**src/rtl/load_store_unit_pkg.sv**
```systemverilog
// Shared encodings for the load/store unit: funct3 access sizes, FSM states
// and the per-size byte lane masks.
package load_store_unit_pkg;

    localparam logic [2:0] F3_B  = 3'b000;
    localparam logic [2:0] F3_H  = 3'b001;
    localparam logic [2:0] F3_W  = 3'b010;
    localparam logic [2:0] F3_BU = 3'b100;
    localparam logic [2:0] F3_HU = 3'b101;

    localparam logic [1:0] ST_IDLE   = 2'd0;
    localparam logic [1:0] ST_ACC_LO = 2'd1;
    localparam logic [1:0] ST_ACC_HI = 2'd2;
    localparam logic [1:0] ST_RESP   = 2'd3;

    localparam logic [3:0] MASK_B = 4'b0001;
    localparam logic [3:0] MASK_H = 4'b0011;
    localparam logic [3:0] MASK_W = 4'b1111;

    function automatic logic funct3_legal(input logic [2:0] f3);
        logic ok;
        case (f3)
            F3_B, F3_H, F3_W, F3_BU, F3_HU: ok = 1'b1;
            default:                        ok = 1'b0;
        endcase
        return ok;
    endfunction

    // Size is carried in funct3[1:0]; the sign/zero choice does not affect lanes.
    function automatic logic [3:0] size_mask(input logic [2:0] f3);
        logic [3:0] m;
        case (f3[1:0])
            2'b00:   m = MASK_B;
            2'b01:   m = MASK_H;
            2'b10:   m = MASK_W;
            default: m = 4'b0000;
        endcase
        return m;
    endfunction

endpackage

```
**src/rtl/lsu_load_extend.sv**
```systemverilog
// Load result formatter: aligns the two-word read buffer by byte offset and
// applies sign or zero extension for the access size.
module lsu_load_extend
    import load_store_unit_pkg::*;
(
    input  logic [63:0] line_buf,
    input  logic [1:0]  off,
    input  logic [2:0]  funct3,
    output logic [31:0] data
);

    logic [31:0] word_s;

    assign word_s = 32'(line_buf >> {off, 3'b000});

    // Extension by access size and signedness.
    always_comb begin
        data = 32'h0000_0000;
        case (funct3)
            F3_B:    data = {{24{word_s[7]}}, word_s[7:0]};
            F3_BU:   data = {24'h00_0000, word_s[7:0]};
            F3_H:    data = {{16{word_s[15]}}, word_s[15:0]};
            F3_HU:   data = {16'h0000, word_s[15:0]};
            F3_W:    data = word_s;
            default: data = 32'h0000_0000;
        endcase
    end

endmodule

```
**src/rtl/load_store_unit.sv**
```systemverilog
// Load/store initiator for a word-addressed, byte-enabled memory; misaligned
// accesses are split into two word accesses when they cross a word boundary.
module load_store_unit
    import load_store_unit_pkg::*;
#(
    parameter int ADDR_W = 32,
    parameter int DATA_W = 32
) (
    input  logic              clk,
    input  logic              reset,
    input  logic              req_valid,
    output logic              req_ready,
    input  logic              req_is_store,
    input  logic [2:0]        req_funct3,
    input  logic [ADDR_W-1:0] req_addr,
    input  logic [DATA_W-1:0] req_wdata,
    output logic              resp_valid,
    output logic              resp_err,
    output logic [DATA_W-1:0] load_data,
    output logic              mem_we,
    output logic [ADDR_W-1:0] mem_addr,
    output logic [DATA_W-1:0] mem_wdata,
    output logic [3:0]        mem_byte_en,
    input  logic [DATA_W-1:0] mem_rdata
);

    localparam logic [ADDR_W-1:0] WORD_STEP = ADDR_W'(3'd4);

    logic [1:0]          state_r, state_next_s;
    logic                is_store_r;
    logic [2:0]          funct3_r;
    logic [ADDR_W-1:0]   addr_r;
    logic [DATA_W-1:0]   wdata_r;
    logic [2*DATA_W-1:0] buf_r, buf_next_s;
    logic                ready_r, resp_valid_r, resp_err_r;
    logic [DATA_W-1:0]   load_data_r;

    logic                accept_s;
    logic [1:0]          off_s;
    logic [7:0]          lane_s;
    logic [2*DATA_W-1:0] store_s;
    logic [ADDR_W-1:0]   word_addr_s;
    logic [DATA_W-1:0]   ext_s;

    assign accept_s    = (state_r == ST_IDLE) && ready_r && req_valid;
    assign off_s       = addr_r[1:0];
    assign lane_s      = {4'b0000, size_mask(funct3_r)} << off_s;
    assign store_s     = {{DATA_W{1'b0}}, wdata_r} << {off_s, 3'b000};
    assign word_addr_s = {addr_r[ADDR_W-1:2], 2'b00};

    // Next state and read-buffer update; ext_s sees the buffer as it will be in RESP.
    always_comb begin
        state_next_s = state_r;
        buf_next_s   = buf_r;
        case (state_r)
            ST_IDLE: begin
                if (accept_s) begin
                    state_next_s = funct3_legal(req_funct3) ? ST_ACC_LO : ST_RESP;
                end else begin
                    state_next_s = ST_IDLE;
                end
            end
            ST_ACC_LO: begin
                buf_next_s   = {{DATA_W{1'b0}}, mem_rdata};
                state_next_s = (lane_s[7:4] != 4'b0000) ? ST_ACC_HI : ST_RESP;
            end
            ST_ACC_HI: begin
                buf_next_s   = {mem_rdata, buf_r[DATA_W-1:0]};
                state_next_s = ST_RESP;
            end
            ST_RESP:  state_next_s = ST_IDLE;
            default:  state_next_s = ST_IDLE;
        endcase
    end

    lsu_load_extend u_load_extend (
        .line_buf (buf_next_s),
        .off      (off_s),
        .funct3   (funct3_r),
        .data     (ext_s)
    );

    // State, request capture and read buffer.
    always_ff @(posedge clk or negedge reset) begin
        if (!reset) begin
            state_r    <= ST_IDLE;
            is_store_r <= 1'b0;
            funct3_r   <= 3'b000;
            addr_r     <= {ADDR_W{1'b0}};
            wdata_r    <= {DATA_W{1'b0}};
            buf_r      <= {(2*DATA_W){1'b0}};
        end else begin
            state_r <= state_next_s;
            buf_r   <= buf_next_s;
            if (accept_s) begin
                is_store_r <= req_is_store;
                funct3_r   <= req_funct3;
                addr_r     <= req_addr;
                wdata_r    <= req_wdata;
            end else begin
                is_store_r <= is_store_r;
            end
        end
    end

    // Handshake and response outputs; err/data hold between responses.
    always_ff @(posedge clk or negedge reset) begin
        if (!reset) begin
            ready_r      <= 1'b0;
            resp_valid_r <= 1'b0;
            resp_err_r   <= 1'b0;
            load_data_r  <= {DATA_W{1'b0}};
        end else begin
            ready_r      <= (state_next_s == ST_IDLE);
            resp_valid_r <= (state_next_s == ST_RESP);
            if (state_next_s == ST_RESP) begin
                resp_err_r  <= (state_r == ST_IDLE);
                load_data_r <= ((state_r == ST_IDLE) || is_store_r) ? {DATA_W{1'b0}} : ext_s;
            end else begin
                resp_err_r  <= resp_err_r;
            end
        end
    end

    // Memory port decode from registered state and request fields only.
    always_comb begin
        mem_we      = 1'b0;
        mem_addr    = {ADDR_W{1'b0}};
        mem_wdata   = {DATA_W{1'b0}};
        mem_byte_en = 4'b0000;
        case (state_r)
            ST_ACC_LO: begin
                mem_we      = is_store_r;
                mem_addr    = word_addr_s;
                mem_wdata   = store_s[DATA_W-1:0];
                mem_byte_en = lane_s[3:0];
            end
            ST_ACC_HI: begin
                mem_we      = is_store_r;
                mem_addr    = word_addr_s + WORD_STEP;
                mem_wdata   = store_s[2*DATA_W-1:DATA_W];
                mem_byte_en = lane_s[7:4];
            end
            default: begin
                mem_we      = 1'b0;
                mem_byte_en = 4'b0000;
            end
        endcase
    end

    assign req_ready  = ready_r;
    assign resp_valid = resp_valid_r;
    assign resp_err   = resp_err_r;
    assign load_data  = load_data_r;

endmodule

```
**config.mk**
```make
export PLATFORM = sky130hd
export DESIGN_NAME = load_store_unit
export DESIGN_NICKNAME = d
export VERILOG_FILES = /design/src/rtl/load_store_unit_pkg.sv /design/src/rtl/lsu_load_extend.sv /design/src/rtl/load_store_unit.sv
export SDC_FILE = /design/constraint.sdc
export NUM_CORES = 1
export LEC_CHECK = 0
export BUFFER_PORTS_ARGS = -buffer_cell sky130_fd_sc_hd__buf_2
export CORE_MARGIN = 2
export CORE_UTILIZATION = 35
export CTS_CLUSTER_SIZE = 12
export DETAILED_ROUTE_END_ITERATION = 10
export SYNTH_ARGS = -nofsm -noshare
export SYNTH_HDL_FRONTEND = slang
export SYNTH_HIERARCHICAL = 1
export SYNTH_SLANG_ARGS = --single-unit
```
**constraint.sdc**
```tcl
create_clock -name clk -period 4 [get_ports clk]
set_input_delay 0.8 -clock clk [delete_from_list [all_inputs] [get_ports clk]]
set_output_delay 0.8 -clock clk [all_outputs]
set_load 0.02 [all_outputs]
```
# ---- Word level (Yosys, flattened, before mapping)
# Index checks and enable logic that the tools add are counted.
# W data, S select, Z words.
dict set report totals {
  ram_bits 0
  regBits 169
  romBits 0
  latchBits 0
  memories 0
  output_inout_bits 104
  word_cells 54
}
dict set report op_classes {
  n_mul 0
  n_mux 15
  n_bitwise 0
  add_sub_neg 1
  n_shift 3
  order_cmp 0
  n_eq_ne 14
  n_div 0
  reduce_logical 11
}
# op count
set ops {}
lappend ops {{$pmux W32 S5} 1}
lappend ops {{$pmux W32 S2} 2}
lappend ops {{$pmux W64 S2} 1}
lappend ops {{$shl A32 B5 Y64} 1}
lappend ops {{$shr A64 B5 Y32} 1}
lappend ops {{$add A32 B3 Y32 const B} 1}
lappend ops {{$mux W32} 1}
lappend ops {{$eq A3 B3 Y1 const B} 4}
lappend ops {{$pmux W4 S3} 1}
lappend ops {{$eq A2 B2 Y1 const B} 4}
lappend ops {{$pmux W2 S4} 1}
lappend ops {{$pmux W4 S2} 1}
lappend ops {{$shl A4 B2 Y8} 1}
lappend ops {{$eq A3 B1 Y1 const B} 2}
lappend ops {{$eq A3 B2 Y1 const B} 2}
lappend ops {{$logic_not A2 Y1} 3}
lappend ops {{$logic_not A3 Y1} 2}
lappend ops {{$mux W1} 5}
lappend ops {{$reduce_or A5 Y1} 1}
lappend ops {{$eq A2 B1 Y1 const B} 2}
lappend ops {{$mux W2} 2}
lappend ops {{$reduce_bool A4 Y1} 1}
lappend ops {{$logic_and A1 B1 Y1} 2}
lappend ops {{$reduce_or A2 Y1} 1}
lappend ops {{$logic_or A1 B1 Y1} 1}

# ---- Depth between registers and ports, before layout
# Gate-level depths: netlist of the first run.
dict set report depth {
  ltp_word 9
  depth_mapped 13
  ltp_nobuf 9
}

# ---- Cells and area by module
# Netlist of the first run, hierarchy kept.
# module instances area_per_inst_um2 seq_area_each_um2 cells_per_inst
set modules_own_cells {}
lappend modules_own_cells {load_store_unit 1 8174.1 4229.1 772}
lappend modules_own_cells {lsu_load_extend 1 1219.9 0.0 117}

# ---- Least setup slack after synthesis of the first run
# No wires, ideal clock.
dict set report synth_timing {
  path_kind {register to output}
  from {reg state_r[0]}
  to {out mem_addr[30]}
  arrival_time_ps 2241
  path_slack_ps 959
  path_stages_with_launch 8
  t_required_ps 3200
  path_cell_list {dfrtp_1 > inv_1 > ha_1 > clkbuf_1 > nand2_1 > clkbuf_1 > clkbuf_1 > o41ai_1}
}
dict set report synth_via {
  elab_chain_cells 2
  elab_cells_between_ends 3
  classes_between {eq/ne: 2; mux: 1}
}
# item line_no
set synth_lines {}
lappend synth_lines {{start, declared} load_store_unit.sv:29} ;# logic [1:0] state_r, state_next_s;
lappend synth_lines {{start signal, assigned} load_store_unit.sv:93} ;# state_r <= state_next_s;
lappend synth_lines {{$eq A2 B2 Y1 / $eq A2 B1 Y1 (equally long branches)} load_store_unit.sv:131} ;# case (state_r)
lappend synth_lines {{$pmux W32 S2 *} load_store_unit.sv:131}
lappend synth_lines {{end, declared} load_store_unit.sv:21} ;# output logic [ADDR_W-1:0] mem_addr,
# Mark *: on every way between the ends. The rest lies on a longest branch, timed or not.

# ---- Worst setup path after layout of the first run
dict set report layout_timing {
  from {reg state_r[0]}
  to {out mem_wdata[1]}
}
dict set report layout_via {
  elab_chain_cells 2
  elab_cells_between_ends 3
  classes_between {eq/ne: 2; mux: 1}
}
# item line_no
set layout_lines {}
lappend layout_lines {{$eq A2 B2 Y1 / $eq A2 B1 Y1 (equally long branches)} load_store_unit.sv:131}
lappend layout_lines {{$pmux W32 S2 *} load_store_unit.sv:131}
lappend layout_lines {{end, declared} load_store_unit.sv:22} ;# output logic [DATA_W-1:0] mem_wdata,
# Marked as above.

==> run summary, run 1 <==
The initial core utilization came out at 35.9%. The maximum VDD drop came out at 0.352 mV. Combinational logic burns 52.7% of the power. Yosys printed 6 warnings. The internal power component came out at ~5.4 mW.

The largest net degree at the start of global routing is 88. The setup total negative slack came out at 0 ns. Leaving out filler cells and counting taps, the final layout contains roughly 1.4k.

STA classifies the critical path endpoint as a primary output. The placed wire-length estimate came out at around 18000 um. The final worst-path cycle share is 91.5%.

The final clock skew is approximately 0.011 ns. After layout, the worst setup slack is around 0.34 ns. The boundary pin count came out at about 210.

The number of filler instances in the final layout came out at 2448. The combined area of all synthesized cells is 9090 um2. The maximum clock frequency came out at between 200 and 300 MHz. Setup repair after global routing left no endpoint under its margin. The clock buffer count from CTS is 17. The switching power as a share of total power came out at 44.9%. The number of clock sinks seen by CTS came out at 161. The number of antenna violations at the first check in global routing is 4. The total count of max-transition violations in the final report came out at 0.

The first global-routing pass estimated 40800 um of wire. The die covers 27300 um2. Using the TritonRoute via totals, the vias-per-cell ratio works out to approximately 5.5.

The relative slew slack is about 43%. The number of hold violations in the final report is 0. The hold buffer count at cts is 0. The routed wire length on met2 is between 10000 and 15000 um. The congestion estimate from routability-driven global placement came to 0.808. The first TritonRoute pass finished after 5 iterations.

The mean routed wirelength per cell came out at 18.9 um. The first routing iteration left 510 violations. The run finished with clean final reports. For this run the aggregate overflow at the end of global routing stands at 0. After clock tree synthesis, the clock-pin slew on the worst setup and hold paths is 0.07 ns.

STA puts the critical path data required time at roughly 3.2 ns. Sequential cells account for between 30% and 40% of the total power. CTS placed an instance of sky130_fd_sc_hd__clkbuf_16 at the clock tree root. Of all nets on the critical path, the largest fanout is 18. The port buffer count came out at 204. The met1 layer wirelength in the final routing is ~12000 um. After clock tree synthesis, the setup repair step added 0 buffers.

Gates resized during post-CTS repair numbered 0. Of the cells placed in the final design, the portion with a size suffix greater than 1 is about 36%. The latest clock arrival within the worst-skew pair came out at 0.43 ns. The count of maximum capacitance violations came out at 0. The register area came out at around 4000 um2.

The critical path is of the reg -> out type. The overall routing resource usage came out at 19.4%. The worst path needs between 3 and 4 ns of the cycle, external delays included. The via count of the first global-routing pass was 7243.

The instance count of the mapped netlist came out at between 800 and 900. The leakage power summed over all cells is 5.12 nW. The design draws 9.74 mW. The residual antenna-violating net count after detailed routing is 0. The die outline height is 165 um.

The count of unresolved DRC violations after routing is 0. The power per standard cell area came out at 887 nW/um2. The worst register-to-register path has a depth of 10.

For the pin with the worst max-slew slack, the measured transition is 0.850 ns. The share of power burned in the clock network came out at 16.3%. The amount of wire on met3 after detailed routing is between 1000 and 1500 um. The min-delay analysis places its worst path in the category in -> async. The final count of negative-setup-slack endpoints came out at 0.

The initialized floorplan defines 58 standard-cell rows. The core region area came out at between 20000 and 30000 um2. The worst setup path is launched from a register. The area used by multi-input combinational logic is around 4600 um2. The topmost layer with routed signal wires is met5. The average cell area after synthesis is 10.6 um2. The post-placement worst setup slack came out at ~0.73 ns. The width of the die came out at 165 um.

The smallest hold slack is 0.453 ns. The layout net count came out at 1139. The routed design has 26000 um of wire.

The area growth from synthesis to layout is 20.8%. In this run the power spent charging and discharging nets is 4.38 mW. The total number of vias came out at ~7.5k. The buffer depth of the longest clock path came out at 2.

TritonCTS built the clock tree. In this run the number of H-tree levels came out at 4. The critical path arrival came out at 2.86 ns.

The number of placed instances with taps included came out at 1339.
path summary, 6_finish.rpt:
path,slack [ns],from,to
worst max-delay path,0.34,state_r[0],mem_wdata[1]
worst min-delay path,0.45,reset,wdata_r[22]
worst max register to register,0.73,state_r[0],load_data[23]
worst min register to register,0.50,load_data[31],load_data[31]
max in group asynchronous,2.71,reset,buf_r[2]
min in group clk,0.50,load_data[31],load_data[31]
cells in the final DEF (no fill, tap or decap), types with 4 or more instances in the layout:
master,n
sky130_fd_sc_hd__o21ai_0,76
sky130_fd_sc_hd__a21oi_1,4
sky130_fd_sc_hd__nand3_1,15
sky130_fd_sc_hd__buf_2,203
sky130_fd_sc_hd__clkinv_4,5
sky130_fd_sc_hd__inv_6,5
sky130_fd_sc_hd__o41ai_1,4
sky130_fd_sc_hd__mux2_2,75
sky130_fd_sc_hd__a22oi_1,14
sky130_fd_sc_hd__ha_1,8
sky130_fd_sc_hd__mux2i_1,24
sky130_fd_sc_hd__o22ai_1,8
sky130_fd_sc_hd__nand4_1,13
sky130_fd_sc_hd__nor2b_1,21
sky130_fd_sc_hd__dfrtp_1,159
sky130_fd_sc_hd__and2_1,11
sky130_fd_sc_hd__o211ai_1,5
sky130_fd_sc_hd__a41oi_1,5
sky130_fd_sc_hd__buf_4,17
sky130_fd_sc_hd__clkbuf_16,17
sky130_fd_sc_hd__a22o_1,71
sky130_fd_sc_hd__inv_1,42
sky130_fd_sc_hd__mux4_2,28
sky130_fd_sc_hd__nand2_1,105
sky130_fd_sc_hd__and3_1,11
sky130_fd_sc_hd__a31oi_1,25
sky130_fd_sc_hd__o311ai_0,5
sky130_fd_sc_hd__nor2_1,13
sequential cells by signal, indices dropped and copies added, names as in the netlist:
| name | count |
|---|---|
| addr_r | 32 |
| buf_r | 56 |
| funct3_r | 3 |
| is_store_r | 1 |
| load_data | 32 |
| req_ready | 1 |
| resp_err | 1 |
| resp_valid | 1 |
| state_r | 2 |
| wdata_r | 32 |
through the flow:
step / instance area (um2) / utilization, %
CTS: 11000 / 43.3
global placement: 10400 / 41.1
finish: 11000 / 43.4
floorplan: 9100 / -
global route: 11000 / 43.4
detailed placement: 10400 / 41.1
final cells by class:
class	instances	area share (%)
antenna	3	0.0683
clock buffer	19	4.12
clock inverter	13	1.07
inverter	42	1.44
multi-input combinational	582	41.8
sequential	161	36.7
tap	330	3.76
timing repair buffer	224	11.1
power groups by stage:
stage | Clock (mW) | Combinational, mW | Sequential (mW)
after floorplan | 0 | 3.73 | 2.92
after global placement | 0 | 5.10 | 3.03
after detailed placement | 0 | 5.15 | 3.04
after CTS | 1.64 | 5.17 | 3.01
after global routing | 1.71 | 5.63 | 3.13
final | 1.59 | 5.13 | 3.02
layer usage:
| layer | global-route usage [%] | vias to the layer above |
|---|---|---|
| li1 | - | 3524 |
| met1 | 28.1 | 3689 |
| met2 | 29.2 | 239 |
| met3 | 3.80 | 37 |
| met4 | 6.28 | 4 |
| met5 | 0 | - |
worst max-delay path, stage by stage (launching register included):
cell and delay, ns:
sky130_fd_sc_hd__dfrtp_1 0.35, sky130_fd_sc_hd__inv_1 0.08, sky130_fd_sc_hd__ha_1 0.57, sky130_fd_sc_hd__and2_2 0.27
sky130_fd_sc_hd__nand2_1 0.13, sky130_fd_sc_hd__nor2_1 0.59, sky130_fd_sc_hd__a22o_1 0.27, sky130_fd_sc_hd__buf_2 0.17
No activity file was read; power rests on OpenSTA's default activity.
==> run 2: changes to the inputs <==
- CORE_MARGIN: 2 -> unset
- MAX_ROUTING_LAYER: unset -> met4
==> run summary, run 2 (synthesized netlist as in run 1, its figures left out) <==
The flow ran to the end, and the final reports show no timing, DRC or antenna violations. The library cells used most frequently in the layout, excluding fill and tap cells, are sky130_fd_sc_hd__buf_2 (203), sky130_fd_sc_hd__dfrtp_1 (159), sky130_fd_sc_hd__nand2_1 (106). The final clock skew was 0.0120 ns (+0.00153 ns). The final worst-path cycle share came out at 88.4% (-3.1 points). The final estimated routing congestion in global placement is 0.847 (+4.8%).

The die outline height came to 163 um (-1.2%). The via count normalized by instance count is 5.38 (-1.3%). The latest clock arrival within the worst-skew pair is 0.43 ns (about the same).

The maximum clock frequency came out at 283 MHz (+3.5%). The measured slew at the worst slew-check pin was 0.802 ns (-0.0474 ns). The boundary pin count is 207 (unchanged). The number of gates resized after CTS came to 0 (unchanged). The placed wire-length estimate is 18400 um (+0.15%). The residual antenna-violating net count after detailed routing is 0 (unchanged). The critical path arrival is 2.74 ns (-0.12 ns). The most common cell after layout, fill and taps aside is sky130_fd_sc_hd__buf_2.

The global route total overflow came out at 0 (unchanged). The number of flip-flops under the largest register name came out at 56 (unchanged). The clock-pin transition on the worst setup and hold timing paths is 0.07 ns (about the same). The tree is rooted in a sky130_fd_sc_hd__clkbuf_16. The first-pass iteration count of the detailed router came out at 5 (unchanged). The cell count of the worst reg-to-reg path is 11 (+1). The site row count came out at 58 (unchanged). The count of unresolved DRC violations after routing came out at 0 (unchanged). The number of clock sinks seen by CTS was 161 (unchanged). The buffer depth of the longest clock path is 2 (unchanged). STA classifies the critical path startpoint as a register. The width of the die came out at 163 um (-1.2%). The critical path is of the reg -> out type. The iteration-0 DRC count of the detailed router came out at 496 (-2.7%).

The total number of vias came out at 7420 (-0.97%). The count of maximum capacitance violations came out at 0 (unchanged). Relative to the synthesized area, the layout overhead comes to 21.1%. The hold buffer count at cts was 0 (unchanged).

The register ranked first by flip-flop count is buf_r. The overall routing resource usage is 20.6% (+1.1 points). The biggest cell delay along the critical path is 0.53 ns (-0.06 ns). The number of hold violations in the final report came out at 0 (unchanged). The post-CTS setup buffer count came to 0 (unchanged). The wire length of the first global-routing pass is 41000 um (+0.42%). The wire length after detailed routing is 26000 um (about the same). TritonCTS built the clock tree. The via count of the first global-routing pass is 7190 (-0.73%). The port buffer count came out at 204 (unchanged). The leakage power summed over all cells is 5.13 nW (+0.28%). The maximum net fanout on the critical path is 24 (+6). The clock buffer count from CTS came to 17 (unchanged). The initial core utilization came out at 35.9% (unchanged). The final count of negative-setup-slack endpoints is 0 (unchanged). The count of H-tree levels built during CTS was 4 (unchanged). The final critical delay including setup and external delays is 3.54 ns (-0.122 ns).

The full die area came out at 26600 um2 (-2.4%). The largest net degree at the start of global routing came out at 83 (-5.7%). The mean routed wirelength per cell came out at 18.9 um (-0.24%). The worst setup path is captured at a primary output. The total chip power is 9.86 mW (+1.2%). The maximum VDD drop is 0.378 mV (+7.4%). The total count of max-transition violations in the final report is 0 (unchanged). The number of antenna violations at the first check in global routing came out at 4 (unchanged).

The power per standard cell area is 895 nW/um2 (+0.99%). The relative slew slack came to 46.5% (+3.2 points). The share of layout cells above drive strength 1 is 36.2% (about the same).

The setup total negative slack came out at 0 ns (unchanged). The final design utilization came out at 43.5% (+0.099 points). In this run the worst hold path is classified as in -> async. The slowest stage of the critical path is the sky130_fd_sc_hd__and2_2 cell. The required time at the endpoint of the critical path is 3.20 ns (about the same).

Setup repair after global routing left no endpoint under its margin. The signal on the critical path passes through inv_1, ha_1, and2_2, buf_4, nand2_1, o22ai_1, buf_2. The core region area came out at 25300 um2 (unchanged).

The layout net count came out at 1142 (+0.26%).
==> run 2: cell count changes in the layout (fill, tap and decap cells not counted), sizes merged <==
cell and delta:
buf +3, bufinv +2, clkbuf -1, clkinv -4, clkinvlp +2, diode +1
inv +1
==> run 2: where the power goes <==
group / total (mW) / internal (mW) / switching [mW]
clock network: 1.70 / 0.945 / 0.751
registers: 3.02 / 2.35 / 0.670
logic: 5.15 / 2.16 / 2.99
==> run 2: metrics by stage <==
stage / cell area [um2] / worst slack (ns) / hold slack (ns) / instances
2_1_floorplan: 9100 / 0.959 / 0.458 / 858
3_3_place_gp: 10400 / 0.968 / 0.482 / 1342
3_5_place_dp: 10400 / 0.928 / 0.482 / 1342
4_1_cts: 11000 / 0.451 / 0.448 / 1374
5_1_grt: 11000 / 0.246 / 0.461 / 1378
6_report: 11000 / 0.462 / 0.403 / 1378
==> run 2: metal layers <==
metal / track usage, % / up-vias / routed length (um) / share of wire (%)
li1: - / 3519 / - / -
met4: 5.01 / 0 / 251 / 0.96
met3: 4.55 / 18 / 1430 / 5.5
met1: 29.0 / 3663 / 12500 / 48
met5: - / - / 0 / 0
met2: 29.8 / 220 / 11900 / 46
==> run 2: path summary, 6_finish.rpt <==
path,startpoint,slack [ns],endpoint
max,state_r[0],0.46,mem_wdata[13]
min,reset,0.40,load_data[17]
max reg2reg,state_r[0],0.88,load_data[26]
min reg2reg,buf_r[6],0.50,buf_r[6]
max in group asynchronous,reset,2.68,wdata_r[2]
min in group clk,buf_r[6],0.50,buf_r[6]
==> run 2: cell type report <==
cell class,instances,area (um2)
Tap cell,330,413
Multi-Input combinational cell,582,4590
Inverter,42,158
Clock inverter,14,169
Fill cell,2419,14300
Antenna cell,4,10.0
Clock buffer,18,429
Timing Repair Buffer,227,1210
Sequential cell,161,4030
==> run 2: critical path, delay by kind of cell, from the launching register on <==
kind | cells | cell delay (ns)
adder cells (fa/ha/maj) | 1 | 0.44
flip-flops | 1 | 0.36
AND/OR/NAND/NOR | 2 | 0.66
buffers and inverters | 3 | 0.66
AO/OA/AOI/OAI | 1 | 0.19
